File: src/rtl/uart_bootloader.sv
// UART-to-SPI bridge for the bootloader image: the host frames SPI transfers
// against the configuration flash over an 8N1 link and can trigger a warm boot.
module uart_bootloader #(
    parameter int CLK_FREQ      = 12000000,
    parameter int UART_BAUDRATE = 115200,
    parameter int SPI_HALF      = 6,
    parameter int BREAK_BITS    = 16
) (
    input  logic       clk,
    input  logic       rst,
    input  logic       uart_rx,
    output logic       uart_tx,
    output logic       spi_sck,
    output logic       spi_so,
    input  logic       spi_si,
    output logic       spi_ss,
    output logic       boot,
    output logic [1:0] boot_sel
);

    localparam int P         = CLK_FREQ / UART_BAUDRATE;
    localparam int BREAK_CYC = BREAK_BITS * P;
    localparam int BW        = $clog2(P + 1);
    localparam int KW        = $clog2(BREAK_CYC + 1);
    localparam int SW        = $clog2(SPI_HALF + 1);

    typedef enum logic [2:0] {
        IDLE, TXL0, TXL1, RXL0, RXL1, TXDATA, RXDATA, BOOTED
    } state_t;

    state_t state, state_n;

    logic          rx_s1, rx_s2, rx_s3;
    logic [KW-1:0] brk_cnt;
    logic          brk;

    logic          rx_busy, rx_valid;
    logic [BW-1:0] rx_cnt;
    logic [3:0]    rx_idx;
    logic [7:0]    rx_shift;

    logic          tx_busy, tx_start;
    logic [BW-1:0] tx_cnt;
    logic [3:0]    tx_idx;
    logic [8:0]    tx_sr;

    logic          spi_busy, spi_start, spi_done;
    logic [7:0]    spi_byte;
    logic [SW-1:0] spi_cnt;
    logic [3:0]    spi_edges;
    logic [6:0]    sr_o;
    logic [7:0]    sr_i;

    logic          ss_fall, ss_end, hold_busy;
    logic [SW-1:0] hold_cnt;

    logic [15:0]   tx_len, tx_len_n, rx_len, rx_len_n;

    assign boot     = (state == BOOTED);
    assign boot_sel = 2'b01;

    // Break is a long run of low samples; it fires once per low period.
    always_ff @(posedge clk) begin
        if (rst) begin
            rx_s1   <= 1'b1;
            rx_s2   <= 1'b1;
            rx_s3   <= 1'b1;
            brk_cnt <= '0;
            brk     <= 1'b0;
        end else begin
            rx_s1 <= uart_rx;
            rx_s2 <= rx_s1;
            rx_s3 <= rx_s2;
            brk   <= !rx_s2 && (brk_cnt == KW'(BREAK_CYC - 1));
            if (rx_s2)
                brk_cnt <= '0;
            else if (brk_cnt != KW'(BREAK_CYC))
                brk_cnt <= brk_cnt + 1'b1;
        end
    end

    // Receiver: start detected on a falling edge, so after a break the line must go high again first.
    always_ff @(posedge clk) begin
        if (rst) begin
            rx_busy  <= 1'b0;
            rx_cnt   <= '0;
            rx_idx   <= '0;
            rx_shift <= '0;
            rx_valid <= 1'b0;
        end else begin
            rx_valid <= 1'b0;
            if (brk) begin
                rx_busy <= 1'b0;
            end else if (!rx_busy) begin
                if (rx_s3 && !rx_s2) begin
                    rx_busy <= 1'b1;
                    rx_cnt  <= BW'(P / 2 - 1);
                    rx_idx  <= '0;
                end
            end else if (rx_cnt != '0) begin
                rx_cnt <= rx_cnt - 1'b1;
            end else begin
                rx_cnt <= BW'(P - 1);
                rx_idx <= rx_idx + 4'd1;
                if (rx_idx == 4'd0) begin
                    if (rx_s2)
                        rx_busy <= 1'b0;
                end else if (rx_idx == 4'd9) begin
                    rx_busy  <= 1'b0;
                    rx_valid <= rx_s2;
                end else begin
                    rx_shift <= {rx_s2, rx_shift[7:1]};
                end
            end
        end
    end

    always_ff @(posedge clk) begin
        if (rst) begin
            tx_busy <= 1'b0;
            uart_tx <= 1'b1;
            tx_cnt  <= '0;
            tx_idx  <= '0;
            tx_sr   <= '1;
        end else if (!tx_busy) begin
            uart_tx <= 1'b1;
            if (tx_start) begin
                tx_busy <= 1'b1;
                tx_sr   <= {1'b1, sr_i};
                uart_tx <= 1'b0;
                tx_cnt  <= BW'(P - 1);
                tx_idx  <= '0;
            end
        end else if (tx_cnt != '0) begin
            tx_cnt <= tx_cnt - 1'b1;
        end else begin
            tx_cnt <= BW'(P - 1);
            if (tx_idx == 4'd9) begin
                tx_busy <= 1'b0;
            end else begin
                uart_tx <= tx_sr[0];
                tx_sr   <= {1'b1, tx_sr[8:1]};
                tx_idx  <= tx_idx + 4'd1;
            end
        end
    end

    // Mode-0 shifter: MISO sampled as SCK rises, MOSI advanced as SCK falls.
    always_ff @(posedge clk) begin
        if (rst || brk) begin
            spi_busy  <= 1'b0;
            spi_sck   <= 1'b0;
            spi_so    <= 1'b0;
            spi_done  <= 1'b0;
            spi_cnt   <= '0;
            spi_edges <= '0;
            sr_o      <= '0;
            sr_i      <= '0;
        end else begin
            spi_done <= 1'b0;
            if (!spi_busy) begin
                if (spi_start) begin
                    spi_busy  <= 1'b1;
                    sr_o      <= spi_byte[6:0];
                    spi_so    <= spi_byte[7];
                    spi_cnt   <= SW'(SPI_HALF - 1);
                    spi_edges <= '0;
                end
            end else if (spi_cnt != '0) begin
                spi_cnt <= spi_cnt - 1'b1;
            end else begin
                spi_cnt   <= SW'(SPI_HALF - 1);
                spi_edges <= spi_edges + 4'd1;
                spi_sck   <= !spi_sck;
                if (!spi_sck) begin
                    sr_i <= {sr_i[6:0], spi_si};
                end else if (spi_edges == 4'd15) begin
                    spi_busy <= 1'b0;
                    spi_done <= 1'b1;
                    spi_so   <= 1'b0;
                end else begin
                    spi_so <= sr_o[6];
                    sr_o   <= {sr_o[5:0], 1'b0};
                end
            end
        end
    end

    // Chip select release is delayed so it rises one half period after the final SCK fall.
    always_ff @(posedge clk) begin
        if (rst || brk) begin
            spi_ss    <= 1'b1;
            hold_busy <= 1'b0;
            hold_cnt  <= '0;
        end else if (ss_fall) begin
            spi_ss <= 1'b0;
        end else if (ss_end) begin
            hold_busy <= 1'b1;
            hold_cnt  <= SW'(SPI_HALF - 2);
        end else if (hold_busy) begin
            if (hold_cnt == '0) begin
                spi_ss    <= 1'b1;
                hold_busy <= 1'b0;
            end else begin
                hold_cnt <= hold_cnt - 1'b1;
            end
        end
    end

    always_ff @(posedge clk) begin
        if (rst) begin
            state  <= IDLE;
            tx_len <= '0;
            rx_len <= '0;
        end else begin
            state  <= state_n;
            tx_len <= tx_len_n;
            rx_len <= rx_len_n;
        end
    end

    always_comb begin
        state_n   = state;
        tx_len_n  = tx_len;
        rx_len_n  = rx_len;
        spi_start = 1'b0;
        spi_byte  = 8'h00;
        tx_start  = 1'b0;
        ss_fall   = 1'b0;
        ss_end    = 1'b0;
        if (brk && state != BOOTED) begin
            state_n = IDLE;
        end else begin
            case (state)
                IDLE: begin
                    if (rx_valid && rx_shift == 8'h00)
                        state_n = BOOTED;
                    else if (rx_valid && rx_shift == 8'h01)
                        state_n = TXL0;
                end
                TXL0: if (rx_valid) begin
                    tx_len_n = {tx_len[15:8], rx_shift};
                    state_n  = TXL1;
                end
                TXL1: if (rx_valid) begin
                    tx_len_n = {rx_shift, tx_len[7:0]};
                    state_n  = RXL0;
                end
                RXL0: if (rx_valid) begin
                    rx_len_n = {rx_len[15:8], rx_shift};
                    state_n  = RXL1;
                end
                RXL1: if (rx_valid) begin
                    rx_len_n = {rx_shift, rx_len[7:0]};
                    if (tx_len != 16'd0) begin
                        state_n = TXDATA;
                        ss_fall = 1'b1;
                    end else if (rx_len_n != 16'd0) begin
                        state_n = RXDATA;
                        ss_fall = 1'b1;
                    end else begin
                        state_n = IDLE;
                    end
                end
                TXDATA: begin
                    if (spi_done) begin
                        tx_len_n = tx_len - 16'd1;
                        if (tx_len == 16'd1) begin
                            if (rx_len != 16'd0) begin
                                state_n = RXDATA;
                            end else begin
                                state_n = IDLE;
                                ss_end  = 1'b1;
                            end
                        end
                    end else if (rx_valid && !spi_busy) begin
                        spi_start = 1'b1;
                        spi_byte  = rx_shift;
                    end
                end
                RXDATA: begin
                    // The captured byte goes straight to the idle transmitter; the next
                    // shift waits until that byte has left.
                    if (spi_done) begin
                        tx_start = 1'b1;
                        rx_len_n = rx_len - 16'd1;
                        if (rx_len == 16'd1) begin
                            state_n = IDLE;
                            ss_end  = 1'b1;
                        end
                    end else if (!spi_busy && !tx_busy) begin
                        spi_start = 1'b1;
                    end
                end
                BOOTED: ;
                default: state_n = IDLE;
            endcase
        end
    end

endmodule

File: config.mk
export PLATFORM = sky130hd
export DESIGN_NAME = uart_bootloader
export DESIGN_NICKNAME = d
export VERILOG_FILES = /design/src/rtl/uart_bootloader.sv
export SDC_FILE = /design/constraint.sdc
export NUM_CORES = 1
export LEC_CHECK = 0
export ABC_AREA = 1
export BUFFER_PORTS_ARGS = -buffer_cell sky130_fd_sc_hd__buf_2
export CAP_MARGIN = 20
export CORE_MARGIN = 3
export CORE_UTILIZATION = 43
export DETAILED_ROUTE_END_ITERATION = 16
export MAX_ROUTING_LAYER = met4
export PLACE_DENSITY_LB_ADDON = 0.25
export RECOVER_POWER = 25
export SYNTH_ARGS = -nofsm -noshare
export SYNTH_HDL_FRONTEND = slang
export SYNTH_SLANG_ARGS = --single-unit
export TNS_END_PERCENT = 100
File: constraint.sdc
create_clock -name clk -period 2.9 [get_ports clk]
set_clock_uncertainty 0.05 [all_clocks]
set_input_delay 0.58 -clock clk [delete_from_list [all_inputs] [get_ports clk]]
set_output_delay 0.58 -clock clk [all_outputs]
set_load 0.02 [all_outputs]
==> reports/results.ini, run 1 <==
[status]
outcome = finished clean

[cts]
cts-resized-gates = 0
cts_post_setup_buffers_inserted = 0
cts_sinks = 123
max-clock-path-buffers = 2
cts_made_buffers = 17
postCtsHoldBufs = 0
htreeDepth = 4
clk_pin_slew_ns = 0.06
insertion_delay_ns = 0.42
cts_tree = built
cts_root_buf = clkbuf_16

[power]
p_seq_share_pct = 43.3
p_per_area_mw_per_mm2 = 546
pwr-share-comb_pct = 2.6
switching_share_pct = 22.4
p_clk_share_pct = 54.1
ir_drop_mv = 0.478
p_switching_w = 0.000886
p_int_w = 0.00307
p_leak_nw = 3.07

[global_route]
grt_pass1_wl_um = 25700
first_global_vias = 5540
grt_max_degree = 32
antenna_found_initial = 0
grt_util_all_layers_pct = 19.4
grt-ovfl-total = 0

[worst_setup_path]
endpoint_kind = flop
worstPathCellList = nand3_2 > buf_4 > nor2_1 > nand3_1 > o21ai_1 > nand2_1 > nand2_1 > o21ai_0 > a21oi_1
crit_fanout = 14
cpPeakStageDelay_ns = 0.57
cp_common_cell = nand2_1
crit_arrival_ns = 2.56
critPathRequiredTime_ns = 3.20
reg2reg_from = state[1]$_SDFFE_PP0P_
startpoint = state[1]$_SDFFE_PP0P_
slowest_stage = dfxtp_1
critPathKind = reg -> reg
start_kind = flop

[timing]
min_period_ns = 2.26
finalWorstSetupSlack_ns = 0.639
finalSetupTns_ns = 0
slew_violations = 0
worstMarginPinSlew_ns = 0.766
relSlewSlack_pct = 49.0
rsz0062_at_grt = no
period_share_pct = 78.0
finalSetupViolCount = 0
max_freq_mhz = 442
hold_viol_final = 0

[synthesis]
synth-seq-cells = 123
syn_inst = 945
ys_types = 43
syn_nets = 969
synth_largest_area_cell = dfxtp_1
synth_area_leaders = dfxtp_1, nand2_1, inv_1, o21ai_0, nor2_1
synth_edf_count = 0
ys.flop_type = dfxtp_1
yosysMostFrequentCell = nand2_1
yosysWarnings = 0
synth.top_cell.area_share_pct = 38.1
synthArstFlopShare_pct = 0
avgSynthCellArea_um2 = 6.85
syn_area_mm2 = 0.00647
yosys-top-cells-count = nand2_1, dfxtp_1, inv_1, nor2_1, o21ai_0
ys_seq_area_share_pct = 38.1

[final_layout]
drive_above_1_share_pct = 7.76
multi_input_area_mm2 = 0.00340
regArea_mm2 = 0.00246
synthToLayoutAreaGrowth_pct = 12.1
layout.nets = 978
n_antenna_cell = 0
fillers = 1435

[flow_run]
drv_cap = 0

[floorplan]
io_pins = 11
start_util_pct = 44.2
fp.dieH_um = 129
dieArea_mm2 = 0.0166
core_area_mm2 = 0.0146
die_w_um = 129
rows = 44

[drt]
via_per_inst = 5.23
drt_iter0_markers = 412
drc = 0
totalWireLength_um = 14800
via_count = 6020
avgRoutedWirePerCell_um = 12.8
drt_first_pass_iters = 5
postRouteAntennaNets = 0

[hold_path]
hp-start = uart_rx
min_path_type = in -> reg

[placed_design]
hpwl_um = 10400
io_buffers = 8
pre_cts_ws_ns = 0.683
gp_congestion = 0.894

critical path, delay by kind of cell, from the launching register on:
kind | cells | cell delay [ns]
simple gates | 5 | 1.00
flops | 1 | 0.57
compound gates | 3 | 0.34
buf+inv | 1 | 0.21
metrics by stage:
step,cells,total power [W],hold WS [ns],cell area [µm²],utilization (%)
after floorplan,945,0.00183,0.339,6470,-
after global placement,1119,0.00186,0.342,6670,45.5
after detailed placement,1119,0.00186,0.358,6670,45.5
after CTS,1151,0.00400,0.289,7270,49.6
after global routing,1151,0.00408,0.299,7250,49.5
final,1151,0.00396,0.299,7250,49.5
registers in the layout, indices dropped and copies added (netlist names), 3 cells and up:
| register | flops |
|---|---|
| brk_cnt | 11 |
| hold_cnt | 3 |
| rx_cnt | 7 |
| rx_idx | 4 |
| rx_len | 16 |
| rx_shift | 8 |
| spi_cnt | 3 |
| spi_edges | 4 |
| sr_i | 8 |
| sr_o | 7 |
| state | 3 |
| tx_cnt | 7 |
| tx_idx | 4 |
| tx_len | 16 |
| tx_sr | 8 |
worst paths after layout:
check | slack, ns | end | depth (start not counted)
max | 0.64 | sr_o[0]$_SDFFE_PP0P_ | 9
min reg2reg | 0.36 | rx_s2$_SDFF_PP1_ | 1
max reg2reg | 0.64 | sr_o[0]$_SDFFE_PP0P_ | 9
min | 0.30 | rx_s1$_SDFF_PP1_ | 2
power groups by stage:
| stage | logic (W) | clock network (W) | registers (W) |
|---|---|---|---|
| after global routing | 0.000118 | 0.00225 | 0.00171 |
| after detailed placement | 0.000106 | 0 | 0.00175 |
| after CTS | 0.000107 | 0.00218 | 0.00171 |
| after global placement | 0.000105 | 0 | 0.00175 |
| after floorplan | 0.0000813 | 0 | 0.00175 |
| final | 0.000104 | 0.00214 | 0.00171 |
metal layers:
layer	part of all wire, %	vias to the layer above	GRT usage, %
li1	-	3173	-
met1	49	2693	25.4
met2	45	124	29.8
met3	4.5	30	4.90
met4	1.8	0	5.68
met5	0	-	-
cell usage in the layout, fill, tap and decap left out, types with 18 or more instances in the layout:
cell type,netlist,layout
a21oi_1,74,74
a31oi_1,18,18
dfxtp_1,123,123
ha_1,20,20
inv_1,114,115
nand2_1,188,188
nand3_1,68,68
nor2_1,103,104
o211ai_1,18,18
o21ai_0,79,79
cell type report:
class                   count  share of cell area (%)
multi-input cells         672                    46.9
flip-flops and latches    123                    33.9
clock buffers              20                    6.43
inverters                 123                    6.38
well taps                 184                    3.17
clock inverters            12                    1.85
repair buffers             17                    1.29
kinds of logic after synthesis:
group | Yosys count | share of synthesized area, %
other | 2 | 0.116
AOI/OAI and AO/OA | 225 | 19.4
adders and majority gates | 20 | 3.87
xor gates and xnor gates | 6 | 0.812
buffers and inverters | 150 | 9.28
DFF | 123 | 38.1
and+or+nand+nor | 419 | 28.5
No activity file was read; power rests on OpenSTA's default activity.
==> run 2, diff against run 1 <==
--- a/config.mk
+++ b/config.mk
@@ -5,7 +5,7 @@
 export SDC_FILE = /design/constraint.sdc
 export NUM_CORES = 1
 export LEC_CHECK = 0
-export ABC_AREA = 1
+export ABC_AREA = 0
 export BUFFER_PORTS_ARGS = -buffer_cell sky130_fd_sc_hd__buf_2
 export CAP_MARGIN = 20
 export CORE_MARGIN = 3
==> constraint.sdc (replaced) <==
create_clock -name clk -period 2.35 [get_ports clk]
set_clock_uncertainty 0.05 [all_clocks]
set_input_delay 0.47 -clock clk [delete_from_list [all_inputs] [get_ports clk]]
set_output_delay 0.47 -clock clk [all_outputs]
set_load 0.02 [all_outputs]
==> run 2 against run 1 <==
  * Clock power rose by 29%
  * Largest cell class unchanged
  * Register-to-register slack got worse by 0.65 ns
  * Critical path type unchanged
  * Sequential share of layout area fell by 1.9 points
  * The run now ends with setup timing left
  * Non-clock buffer count rose by 57
  * Worst hold slack got worse by 0.12 ns
  * Combinational power rose by 37%
  * Synthesized cell count fell by 16%
  * Total power rose by 27%
  * Flip-flop and latch count did not move
==> reports/results.ini, run 2 <==
[status]
outcome = complete, but fails checks  ; was finished clean
violations = setup timing

[cts]
clk_pin_slew_ns = 0.06  ; about the same
cts_made_buffers = 17  ; unchanged
insertion_delay_ns = 0.42  ; about the same
cts_root_buf = clkbuf_16  ; unchanged
cts_sinks = 123  ; unchanged
htreeDepth = 4  ; unchanged
max-clock-path-buffers = 2  ; unchanged
cts_tree = built  ; unchanged

[synthesis]
synth_area_leaders = dfxtp_1, nor2_1, a21oi_1, nand2_1, ha_1  ; was dfxtp_1, nand2_1, inv_1, o21ai_0, nor2_1
synthArstFlopShare_pct = 0  ; unchanged
ys.flop_type = dfxtp_1  ; unchanged
synth_fa_ha_area_share_pct = 3.92  ; was 3.87%
ys_seq_area_share_pct = 38.6  ; was 38.1%
yosysMostFrequentCell = dfxtp_1  ; was nand2_1
synth_xor_area_share_pct = 2.06  ; was 0.812%
yosysWarnings = 0  ; unchanged
ys_types = 68  ; was 43
synth_compound_area_share_pct = 22.2  ; was 19.4%
syn_area_mm2 = 0.00638  ; was 0.00647 mm²
synth_edf_count = 0  ; unchanged
yosys-top-cells-count = dfxtp_1, nor2_1, nand2_1, a21oi_1, o21ai_0  ; was nand2_1, dfxtp_1, inv_1, nor2_1, o21ai_0
syn_nets = 821  ; was 969
synth.top_cell.area_share_pct = 38.6  ; was 38.1%
synth-seq-cells = 123  ; unchanged
yosys.area_share.simple_pct = 25.4  ; was 28.5%
avgSynthCellArea_um2 = 8.01  ; was 6.85 µm²
syn_inst = 797  ; was 945
synth_top_family_by_area = simple AND/OR/NAND/NOR gates  ; unchanged
synth_largest_area_cell = dfxtp_1  ; unchanged
yosys-mux-area-fraction_pct = 3.00  ; was 0%

[final_layout]
drive_above_1_share_pct = 16.5  ; was 7.76%
fin_cells = 1036  ; was 1,151
final_common_cell = dfxtp_1  ; was nand2_1
synthToLayoutAreaGrowth_pct = 20.5  ; was 12.1%
layout.nets = 867  ; was 978
n_antenna_cell = 0  ; unchanged
fillers = 1332  ; was 1,435
layout_common_cells = dfxtp_1, nor2_1, nand2_1  ; was nand2_1, dfxtp_1, inv_1
largestRegisters = rx_len: 16 flops, tx_len: 16 flops, brk_cnt: 11 flops  ; unchanged
design_area_mm2 = 0.00769  ; was 0.00725 mm²

[drt]
totalWireLength_um = 16400  ; was 14,800 µm
postRouteAntennaNets = 0  ; unchanged
drt_first_pass_iters = 5  ; unchanged
via_count = 6004  ; was 6,020
drc = 0  ; unchanged
drt_iter0_markers = 489  ; was 412
via_per_inst = 5.80  ; was 5.23
avgRoutedWirePerCell_um = 15.8  ; was 12.8 µm

[power]
ir_drop_mv = 0.447  ; was 0.478 mV
switching_share_pct = 22.3  ; was 22.4%
p_int_w = 0.00391  ; was 0.00307 W
p_seq_share_pct = 42.1  ; was 43.3%
p_clk_share_pct = 55.1  ; was 54.1%
p_switching_w = 0.00112  ; was 0.000886 W
pwr-share-comb_pct = 2.8  ; was 2.6%
p_per_area_mw_per_mm2 = 654  ; was 546 mW/mm²
p_leak_nw = 2.81  ; was 3.07 nW

[placed_design]
gp_congestion = 0.902  ; was 0.894
dp.cells = 1000  ; was 1,119
hpwl_um = 11100  ; was 10,400 µm
io_buffers = 8  ; unchanged
placed_area_mm2 = 0.00691  ; was 0.00667 mm²

[floorplan]
dieArea_mm2 = 0.0163  ; was 0.0166 mm²
io_pins = 11  ; unchanged
rows = 43  ; was 44
core_area_mm2 = 0.0142  ; was 0.0146 mm²
die_w_um = 128  ; was 129 µm
start_util_pct = 44.9  ; was 44.2%
fp.dieH_um = 128  ; was 129 µm

[timing]
relSlewSlack_pct = 53.9  ; was 49.0%
rsz0062_at_grt = yes  ; was no
worstMarginPinSlew_ns = 0.691  ; was 0.766 ns
max_freq_mhz = 424  ; was 442 MHz
slew_violations = 0  ; unchanged
finalSetupViolCount = 1  ; was 0
period_share_pct = 100  ; was 78.0%
hold_viol_final = 0  ; unchanged
min_period_ns = 2.36  ; was 2.26 ns
finalWorstSetupSlack_ns = -0.0101  ; was 0.639 ns

[global_route]
grt_util_all_layers_pct = 21.1  ; was 19.4%
grt_max_degree = 34  ; was 32
first_global_vias = 5824  ; was 5,540
grt_pass1_wl_um = 27400  ; was 25,700 µm
grt-ovfl-total = 0  ; unchanged
antenna_found_initial = 0  ; unchanged

[worst_setup_path]
critPathRequiredTime_ns = 2.58  ; was 3.20 ns
critPathKind = reg -> reg  ; unchanged
worstPathCellList = inv_2 > ha_1 > or4b_4 > or4_4 > nor4_4 > o21ai_2 > buf_4 > a31oi_1 > o21ai_1  ; was nand3_2 > buf_4 > nor2_1 > nand3_1 > o21ai_1 > nand2_1 > nand2_1 > o21ai_0 > a21oi_1
start_kind = flop  ; unchanged
crit_fanout = 3  ; was 14
slowest_stage = or4_4  ; was dfxtp_1
endpoint_kind = flop  ; unchanged
cpPeakStageDelay_ns = 0.54  ; was 0.57 ns
crit_arrival_ns = 2.59  ; was 2.56 ns

[flow_run]
drv_cap = 0  ; unchanged

[hold_path]
min_path_type = in -> reg  ; unchanged

run 2: cell count changes in the layout (fill, tap and decap cells not counted), sizes merged, moves of 10 or more:
cell	delta
nand2	-127
inv	-96
nand3	-60
buf	+57
o21ai	-41
a22oi	+24
nor3	+20
mux2i	+18
o211ai	-18
nand2b	+13
a31oi	-11
nor2b	+10
run 2: layout make-up:
type | instances | area, µm² | area share (%)
inverters | 25 | 93.8 | 1.22
repair buffers | 74 | 526 | 6.83
flip-flops and latches | 123 | 2460 | 32.0
clock inverters | 13 | 179 | 2.33
well taps | 180 | 225 | 2.93
multi-input cells | 602 | 3750 | 48.8
clock buffers | 19 | 453 | 5.89
run 2: cell families after synthesis:
| family | after synthesis |
|---|---|
| adders and majority gates | 20 |
| muxes | 19 |
| buffers and inverters | 72 |
| DFF | 123 |
| and+or+nand+nor | 328 |
| other | 2 |
| AOI/OAI and AO/OA | 218 |
| xor gates and xnor gates | 15 |
run 2: routing by layer:
| layer | GRT usage, % | part of all wire [%] |
|---|---|---|
| met3 | 4.83 | 4.6 |
| met5 | - | 0 |
| met4 | 6.99 | 1.9 |
| met1 | 26.0 | 45 |
| met2 | 34.2 | 49 |
run 2: critical path, delay by kind of cell (launching register included):
family,cells,cell delay (ns)
simple gates,3,1.15
compound gates,3,0.35
flops,1,0.33
buf+inv,2,0.23
fa+ha+maj,1,0.12
run 2: path summary, 6_finish.rpt:
path	from	slack [ns]	depth (start not counted)	endpoint
setup / recovery	tx_len[1]$_SDFFE_PP0P_	-0.01	9	spi_ss$_SDFFE_PP1P_
hold / removal	uart_rx	0.18	2	rx_s1$_SDFF_PP1_
setup reg to reg	tx_len[1]$_SDFFE_PP0P_	-0.01	9	spi_ss$_SDFFE_PP1P_
hold reg to reg	rx_s1$_SDFF_PP1_	0.36	1	rx_s2$_SDFF_PP1_
run 2: power groups by stage:
| stage | combinational, W | clock (W) | sequential, W |
|---|---|---|---|
| floorplan | 0.000108 | 0 | 0.00215 |
| global placement | 0.000137 | 0 | 0.00216 |
| detailed placement | 0.000144 | 0 | 0.00216 |
| CTS | 0.000145 | 0.00281 | 0.00211 |
| global route | 0.000161 | 0.00292 | 0.00212 |
| finish | 0.000142 | 0.00277 | 0.00211 |
run 2: timing repair:
item,CTS,global route
hold endpoints to repair,0,0
endpoints found under the setup margin,8,26
pin swaps,6,9
gates resized for setup,7,23
setup buffers,1,3
hold buffers,0,0
run 2: stage by stage:
stage / power (W) / setup WS, ns / util [%] / setup TNS (ns) / hold slack, ns
after floorplan: 0.00226 / 0.0204 / - / 0 / 0.339
after global placement: 0.00230 / -0.0170 / 48.7 / -0.0337 / 0.341
after detailed placement: 0.00230 / -0.0629 / 48.7 / -0.260 / 0.348
after CTS: 0.00507 / -0.0806 / 53.3 / -0.314 / 0.176
after global routing: 0.00520 / -0.0871 / 54.1 / -0.217 / 0.184
final: 0.00503 / -0.0101 / 54.1 / -0.0101 / 0.181
==> run 3, diff against run 2 <==
--- a/config.mk
+++ b/config.mk
@@ -10,9 +10,10 @@
 export CAP_MARGIN = 20
 export CORE_MARGIN = 3
 export CORE_UTILIZATION = 43
+export CTS_BUF_LIST = sky130_fd_sc_hd__clkbuf_8
 export DETAILED_ROUTE_END_ITERATION = 16
 export MAX_ROUTING_LAYER = met4
-export PLACE_DENSITY_LB_ADDON = 0.25
+export PLACE_DENSITY_LB_ADDON = 0.3
 export RECOVER_POWER = 25
 export SYNTH_ARGS = -nofsm -noshare
 export SYNTH_HDL_FRONTEND = slang
==> run 3 against run 2 <==
  * Critical path depth stayed put
  * Largest power group is now registers
  * Clock power is 25% lower
  * Final cell count is 0.39% lower
  * Via count is 0.52% lower
  * Setup slack better by 0.072 ns
  * Critical path type unchanged
  * Register-to-register slack better by 0.07 ns
  * The flow now finishes without violations
  * Non-clock buffer count is 4 lower
  * Sequential power hardly changed
  * Critical endpoint is now hold_cnt[2]$_SDFFE_PP0P_
==> reports/results.ini, run 3 (same netlist as run 2, synthesis figures left out) <==
[floorplan]
dieArea_mm2 = 0.0163  ; unchanged
start_util_pct = 44.9  ; unchanged
fp.dieH_um = 128  ; unchanged
rows = 43  ; unchanged
io_pins = 11  ; unchanged
core_area_mm2 = 0.0142  ; unchanged
die_w_um = 128  ; unchanged

[worst_setup_path]
critPathRequiredTime_ns = 2.67  ; was 2.58 ns
critPathKind = reg -> reg  ; unchanged
ff2ff_setup_slack_ns = 0.06  ; was -0.01 ns
endpoint_kind = flop  ; unchanged
crit_arrival_ns = 2.61  ; was 2.59 ns
start_kind = flop  ; unchanged
rr_worst_depth = 9  ; unchanged
reg2reg_from = tx_len[0]$_SDFFE_PP0P_  ; was tx_len[1]$_SDFFE_PP0P_
worst_r2r_endpoint = hold_cnt[2]$_SDFFE_PP0P_  ; was spi_ss$_SDFFE_PP1P_
crit_fanout = 3  ; unchanged

[drt]
wl_met1_um = 7140  ; was 7340 µm
met3_length_um = 666  ; was 763 µm
totalWireLength_um = 15900  ; was 16,400 µm
drt_first_pass_iters = 5  ; unchanged
wl_met2_um = 7790  ; was 7990 µm
avgRoutedWirePerCell_um = 15.4  ; was 15.8 µm
via_count = 5973  ; was 6,004
drt_iter0_markers = 495  ; was 489
top_layer = met4  ; unchanged
via_per_inst = 5.79  ; was 5.80
drc = 0  ; unchanged
postRouteAntennaNets = 0  ; unchanged

[global_route]
grt_max_degree = 41  ; was 34
grt_util_all_layers_pct = 20.7  ; was 21.1%
grt_pass1_wl_um = 27100  ; was 27,400 µm
grt-ovfl-total = 0  ; unchanged
first_global_vias = 5931  ; was 5,824
antenna_found_initial = 0  ; unchanged

[cts]
insertion_delay_ns = 0.46  ; was 0.42 ns
max-clock-path-buffers = 2  ; unchanged
cts_root_buf = clkbuf_8  ; was clkbuf_16
cts_made_buffers = 17  ; unchanged
cts_tree = built  ; unchanged
postCtsHoldBufs = 0  ; unchanged
htreeDepth = 4  ; unchanged
clk_pin_slew_ns = 0.07  ; was 0.06 ns
cts_sinks = 123  ; unchanged

[placed_design]
io_buffers = 8  ; unchanged
gp_congestion = 0.917  ; was 0.902
hpwl_um = 10800  ; was 11,100 µm
pre_cts_ws_ns = -0.0803  ; was -0.0629 ns
dp.cells = 997  ; was 1,000

[timing]
hold_viol_final = 0  ; unchanged
period_share_pct = 97.4  ; was 100%
fin_hold_ws_ns = 0.149  ; was 0.181 ns
finalSetupViolCount = 0  ; was 1
finalSetupTns_ns = 0  ; was -0.0101 ns
finalWorstSetupSlack_ns = 0.0619  ; was -0.0101 ns
slew_violations = 0  ; unchanged
relSlewSlack_pct = 46.7  ; was 53.9%
rsz0062_at_grt = yes  ; unchanged
min_period_ns = 2.29  ; was 2.36 ns
max_freq_mhz = 437  ; was 424 MHz
worstMarginPinSlew_ns = 0.800  ; was 0.691 ns

[hold_path]
hp-start = uart_rx  ; unchanged
min_path_type = in -> reg  ; unchanged
hold_end = rx_s1$_SDFF_PP1_  ; unchanged
hold_path_depth = 2  ; unchanged

[final_layout]
largestRegisters = rx_len: 16 flops, tx_len: 16 flops, brk_cnt: 11 flops  ; unchanged
fin_cells = 1032  ; was 1,036
fin_util_pct = 52.8  ; was 54.1%
synthToLayoutAreaGrowth_pct = 17.4  ; was 20.5%
layout.nets = 863  ; was 867
final_common_cell = dfxtp_1  ; unchanged
drive_above_1_share_pct = 16.4  ; was 16.5%
n_antenna_cell = 0  ; unchanged
layout_common_cells = dfxtp_1, nor2_1, nand2_1  ; unchanged

[power]
p_per_area_mw_per_mm2 = 576  ; was 654 mW/mm²
p_leak_nw = 2.73  ; was 2.81 nW
ir_drop_mv = 0.450  ; was 0.447 mV

[flow_run]
drv_cap = 0  ; unchanged

[status]
outcome = finished clean  ; was complete, but fails checks

run 3: metrics by stage:
stage          power [W]  area [µm²]
6_report         0.00431        7490
5_1_grt          0.00447        7490
4_1_cts          0.00436        7370
2_1_floorplan    0.00226        6380
3_5_place_dp     0.00229        6890
3_3_place_gp     0.00228        6890
run 3: critical path, stage by stage (launching register included):
cell and delay, ns:
dfxtp_2 0.33, inv_1 0.12, ha_4 0.14, or4b_4 0.46, nor4_4 0.28, buf_4 0.17
nand2b_4 0.06, and3_4 0.20, a21o_1 0.18, a221oi_2 0.22
run 3: worst max-delay path by stage:
stage	cells after the start	slack, ns	from	to
after global routing	6	-0.09	rx_len[9]$_SDFFE_PP0P_	state[1]$_SDFFE_PP0P_
after floorplan	7	0.02	tx_len[2]$_SDFFE_PP0P_	hold_cnt[2]$_SDFFE_PP0P_
after CTS	8	-0.06	tx_len[1]$_SDFFE_PP0P_	hold_cnt[2]$_SDFFE_PP0P_
after detailed placement	8	-0.08	tx_len[1]$_SDFFE_PP0P_	hold_cnt[2]$_SDFFE_PP0P_
after global placement	8	-0.05	tx_len[1]$_SDFFE_PP0P_	hold_cnt[2]$_SDFFE_PP0P_
final	9	0.06	tx_len[0]$_SDFFE_PP0P_	hold_cnt[2]$_SDFFE_PP0P_
run 3: repair_timing:
action	in CTS	in global routing
buffers inserted	3	0
pin swaps	7	7
resized for setup	10	25
endpoints found under the setup margin	10	36
run 3: area by class of cell:
cell class                      count  area (µm²)
Clock buffer                       17         234
Clock inverter                     15         199
Fill cell                        1346        6710
Inverter                           25        93.8
Multi-Input combinational cell    602        3770
Sequential cell                   123        2470
Tap cell                          180         225
Timing Repair Buffer               70         502
run 3: power breakdown:
group	switching (W)	leakage (nW)	internal, W
combinational	0.0000847	1.52	0.0000452
clock	0.000917	0.216	0.00116
sequential	0.0000124	0.995	0.00210
total	0.00101	2.73	0.00330
run 3: layer usage:
metal	track usage (%)	vias up
met1	24.9	2858
met2	33.5	141
met5	-	-
li1	-	2947
met4	8.24	0
met3	4.92	27
